--- src/rtl/ascii_hex_parser.sv ---
// ascii_hex_parser
// Converts a stream of ASCII characters into hexadecimal token values.
// Tokens are runs of hex digits separated by CR, LF or space; a token that
// contains an illegal character or more than MAX_DIGITS digits is reported
// with out_err = 1 and out_data = 0.
//
// Build option: define ASCII_HEX_PARSER_PREFIX_EN to accept an optional
// "0x"/"0X" prefix in front of a token. Left undefined, x/X are illegal.
//
// Parameters:
//   DATA_W      width of the parsed value (multiple of 4, >= 4)
//   MAX_DIGITS  maximum hex digits per token (1 .. DATA_W/4)
// Ports:
//   clk         rising-edge clock
//   rst_n       asynchronous active-low reset
//   in_valid    character present on in_data
//   in_data     ASCII character
//   in_ready    parser accepts a character (low only while a result waits)
//   out_valid   parsed result present
//   out_ready   consumer accepts the result
//   out_data    parsed value, first digit most significant
//   out_digits  number of digits in the token
//   out_err     token was malformed
module ascii_hex_parser #(
   parameter int DATA_W     = 32,
   parameter int MAX_DIGITS = DATA_W / 4,
   localparam int CNT_W     = $clog2(MAX_DIGITS + 1)
) (
   input  logic              clk,
   input  logic              rst_n,
   input  logic              in_valid,
   input  logic [7:0]        in_data,
   output logic              in_ready,
   output logic              out_valid,
   input  logic              out_ready,
   output logic [DATA_W-1:0] out_data,
   output logic [CNT_W-1:0]  out_digits,
   output logic              out_err
);

   typedef enum logic [1:0] {IDLE, ACCUM, SKIP, EMIT} state_t;

   state_t              state;
   logic [DATA_W-1:0]   acc;
   logic [CNT_W-1:0]    cnt;
   logic                is_digit;
   logic                is_term;
   logic [3:0]          digit;
   logic                accept;
   logic                cnt_full;
   logic [DATA_W-1:0]   acc_shift;
`ifdef ASCII_HEX_PARSER_PREFIX_EN
   logic                prefix_seen;
   logic                is_x;
   logic                prefix_ok;
`endif

   // Character classification
   always_comb begin
      is_digit = 1'b0;
      digit    = 4'd0;
      if (in_data >= 8'h30 && in_data <= 8'h39) begin
         is_digit = 1'b1;
         digit    = in_data[3:0];
      end else if ((in_data >= 8'h41 && in_data <= 8'h46) ||
                   (in_data >= 8'h61 && in_data <= 8'h66)) begin
         // 'A'/'a' have low nibble 1, so +9 maps them onto 10..15
         is_digit = 1'b1;
         digit    = in_data[3:0] + 4'd9;
      end
   end

   assign is_term   = (in_data == 8'h0D) || (in_data == 8'h0A) || (in_data == 8'h20);
   assign in_ready  = (state != EMIT);
   assign accept    = in_valid && in_ready;
   assign cnt_full  = (cnt == CNT_W'(MAX_DIGITS));
   // Shift form works for DATA_W == 4 as well, where a part-select would not
   assign acc_shift = (acc << 4) | DATA_W'(digit);

`ifdef ASCII_HEX_PARSER_PREFIX_EN
   assign is_x      = (in_data == 8'h78) || (in_data == 8'h58);
   // acc == 0 with one digit means the token so far is exactly "0"
   assign prefix_ok = is_x && (cnt == CNT_W'(1)) && (acc == '0) && !prefix_seen;
`endif

   always_ff @(posedge clk or negedge rst_n) begin
      if (!rst_n) begin
         state      <= IDLE;
         acc        <= '0;
         cnt        <= '0;
         out_valid  <= 1'b0;
         out_data   <= '0;
         out_digits <= '0;
         out_err    <= 1'b0;
`ifdef ASCII_HEX_PARSER_PREFIX_EN
         prefix_seen <= 1'b0;
`endif
      end else begin
         case (state)
            IDLE: begin
               if (accept) begin
                  if (is_digit) begin
                     acc   <= DATA_W'(digit);
                     cnt   <= CNT_W'(1);
                     state <= ACCUM;
`ifdef ASCII_HEX_PARSER_PREFIX_EN
                     prefix_seen <= 1'b0;
`endif
                  end else if (!is_term) begin
                     state <= SKIP;
                  end
               end
            end

            ACCUM: begin
               if (accept) begin
`ifdef ASCII_HEX_PARSER_PREFIX_EN
                  if (prefix_ok) begin
                     acc         <= '0;
                     cnt         <= '0;
                     prefix_seen <= 1'b1;
                  end else
`endif
                  if (is_digit) begin
                     if (cnt_full) begin
                        state <= SKIP;
                     end else begin
                        acc <= acc_shift;
                        cnt <= cnt + CNT_W'(1);
                     end
                  end else if (is_term) begin
                     state      <= EMIT;
                     out_valid  <= 1'b1;
                     out_data   <= acc;
                     out_digits <= cnt;
                     out_err    <= 1'b0;
`ifdef ASCII_HEX_PARSER_PREFIX_EN
                     // bare "0x" has no digits and is malformed
                     if (cnt == '0) begin
                        out_data   <= '0;
                        out_digits <= '0;
                        out_err    <= 1'b1;
                     end
`endif
                  end else begin
                     state <= SKIP;
                  end
               end
            end

            SKIP: begin
               if (accept && is_term) begin
                  state      <= EMIT;
                  out_valid  <= 1'b1;
                  out_data   <= '0;
                  out_digits <= '0;
                  out_err    <= 1'b1;
               end
            end

            EMIT: begin
               if (out_ready) begin
                  out_valid <= 1'b0;
                  state     <= IDLE;
               end
            end

            default: state <= IDLE;
         endcase
      end
   end

endmodule

--- config.mk ---
export PLATFORM = sky130hd
export DESIGN_NAME = ascii_hex_parser
export DESIGN_NICKNAME = d
export VERILOG_FILES = /design/src/rtl/ascii_hex_parser.sv
export SDC_FILE = /design/constraint.sdc
export NUM_CORES = 1
export LEC_CHECK = 0
export BUFFER_PORTS_ARGS = -buffer_cell sky130_fd_sc_hd__buf_2
export CAP_MARGIN = 25
export CORE_AREA = 2 2 114 105
export CTS_CLUSTER_DIAMETER = 120
export DETAILED_ROUTE_END_ITERATION = 10
export DIE_AREA = 0 0 116 107
export PLACE_DENSITY_LB_ADDON = 0.25
export SLEW_MARGIN = 20
export SYNTH_ARGS = -nofsm -noshare
export SYNTH_HDL_FRONTEND = slang
export SYNTH_SLANG_ARGS = --single-unit
export TNS_END_PERCENT = 100
--- constraint.sdc ---
create_clock -name clk -period 4.3 [get_ports clk]
set_clock_uncertainty 0.15 [all_clocks]
set_input_delay 0.86 -clock clk [delete_from_list [all_inputs] [get_ports clk]]
set_output_delay 0.86 -clock clk [all_outputs]
set_load 0.1 [all_outputs]
==> reports/summary.txt <==
I/O pins: 51
F_max: 338 MHz
Met3 Use GR: 3.39%
Htree depth: 3
Met2 usage: 18.0%
CTS clk-pin slew, worst paths: 60 ps
Horiz. Die Dim: 116 microns
Pins Over Slew Limit: 0
Status: finished, final reports clean
CTS sink count: 76
DRC Markers: 0
R2R setup slack: 1340 ps
FILL cells: 1159
Cell family with most CP delay: compound AO/OA/AOI/OAI gates
Worst-Margin Slew: 744 ps
Hold slack: 269 ps
Yosys cell types: 42
Slowest stage cell, crit path: ha_1
Setup violators final: 0
Post-synthesis sequential area ratio: 57.3%
Total track usage: 12.3%
Worst stage delay on the critical path: 660 ps
Synth Flop Type: dfrtp_1
Post-layout min period: 2960 ps
Pint: 1460 uW
Vias per cell: 4.55
CP max FO: 28
CTS buffer count: 9
WL/cell: 13.3 microns
CP endpoint kind: flop
Synth Area per Inst: 10.4 sq um
Leading area contributor after synthesis: dfrtp_1
Die ar.: 12400 sq um
Kind of critical path: reg -> reg
Post-Syn Nets: 341
Pre-CTS setup slack: 1180 ps
Net Sw Frac: 32.8%
Fin. Hold Viols: 0
Synth async-reset ratio: 100%
Register share of total power: 39.1%
Hold Path Class: in -> async
CP Data Required Time: 4400 ps
Mapped Area: 3320 sq um
Share of total power in combinational logic: 23.3%
Layout cells sized above 1: 20.8%
Routability Congestion: 0.766
Setup WS post-layout: 1340 ps
Grt met1 use: 17.4%
Post-DP HPWL: 4.74 mm
Synthesized flop and latch total: 76
Worst r2r src: state[1]
Post-synth EDFFs: 0
Leakage power: 0.00193 uW
Pwr Density: 534 nW/um^2
Clk buf depth: 2
Clock Power Share: 37.6%
PortBufs: 50
Reg2reg path depth: 7
Critical Path Start Type: flop
Max_slew headroom: 50.4%
Hold-fix buffers, CTS: 0
Drt pass-1 iters: 4
Layout area overhead: 23.0%
Routed wire length: 7.00 mm
Yosys top cell area share: 57.3%
Final cycle utilization of the critical path: 68.8%
Root buf cell: clkbuf_16
CTS tree: built
Post-CTS Setup Inserts: 0
ANT nets after route: 0
R2r endpoint: cnt[3]
Drt initial violations: 173
Core Region: 11200 sq um
ANT cells: 0
Die Height: 107 microns
Grt ovf: 0
Setup TNS: 0 ps
Clk Latency, worst-skew pair: 340 ps
Largest net degree at the start of global routing: 77
Post-CTS resize count: 0
Switching pwr: 715 uW
Critical-path cell list: inv_1 > ha_1 > nor2_1 > a211oi_1 > o21ai_4 > or4_1 > o21ai_0
WP buf/inv: 1
GRT Max-Usage Layer: met2
Mapped Cells: 319
Final net count: 388
RSZ-0062 raised after global routing: false
Starting Density: 29.6%
Max_cap viols: 0
Critical Path AT: 3060 ps
First-pass GRT wire length: 11.8 mm
Initial antenna violation count: 0
Vias: 2395
Num rows: 37
Fin util: 36.4%
Number of global-route vias before repair: 2303
Ranking of synthesized cells by area: dfrtp_1 57%, nand2_1 8.0%, a22o_1 7.9%
Max rail drop VDD: 222 uV
Yosys synthesis warning count: 0
## cell usage after synthesis, types with 3 or more instances
cell type,instances
nand3_1,5
nor2_1,5
nand2b_1,6
a21oi_1,4
o21ai_0,46
ha_1,10
dfrtp_1,76
a22o_1,30
clkbuf_1,16
o31ai_1,3
nand2_1,71
inv_1,12
## worst max path at each step
stage                          start     endpoint  cells after the start
after floorplan           in_data[0]  out_data[0]                      7
after global placement    in_data[0]       acc[5]                      8
after detailed placement  in_data[0]       acc[6]                      8
after CTS                   state[1]      acc[18]                      8
after global routing        state[1]      acc[16]                      8
final                       state[1]       cnt[3]                      7
## cells by family (layout without fill, tap and decap cells)
kind of cell,after synthesis,after routing,synth area share [%]
flops,76,76,57.3
compound gates,97,97,20.0
buf+inv,31,82,3.77
simple gates,101,101,13.9
xor+xnor,2,2,0.528
fa+ha+maj,10,10,3.77
mux,2,2,0.641
## sequential cells by signal, indices dropped and copies added, names as in the netlist
signal	cells
out_digits	4
acc	32
state	2
out_valid	1
cnt	4
out_err	1
out_data	32
## through the flow
| stage | power (uW) | cells | cell area [sq um] |
|---|---|---|---|
| detailed placement | 1370 | 510 | 3730 |
| global route | 2290 | 526 | 4080 |
| global placement | 1370 | 510 | 3730 |
| finish | 2180 | 526 | 4080 |
| floorplan | 1240 | 319 | 3320 |
| CTS | 2200 | 525 | 4050 |
## routing by layer
layer,vias to the layer above,share of wire (%)
li1,1209,-
met5,-,0
met3,11,4.3
met4,0,1.6
met2,50,45
met1,1125,49
## cell type report
class	instances	area [sq um]	share of cell area, %
Multi-Input combinational cell	212	1300	31.9
Inverter	12	45.0	1.10
Sequential cell	76	1900	46.6
Tap cell	156	195	4.78
Clock buffer	12	256	6.28
Timing Repair Buffer	55	310	7.60
Clock inverter	3	68.8	1.69
## layout by cell type, fill, tap and decap left out, types with 6 or more instances in the layout
master	count
nand2b_1	6
clkbuf_16	9
inv_1	12
a22o_1	30
buf_2	49
dfrtp_1	76
nand2_1	71
ha_1	10
o21ai_0	46
## power by group through the flow
| stage | registers, uW | logic (uW) | clock network [uW] |
|---|---|---|---|
| finish | 851 | 508 | 820 |
| global route | 864 | 561 | 867 |
| CTS | 852 | 512 | 838 |
| detailed placement | 864 | 510 | 0 |
| global placement | 863 | 509 | 0 |
| floorplan | 972 | 267 | 0 |
Note: power is estimated with default switching activity, not from simulation.
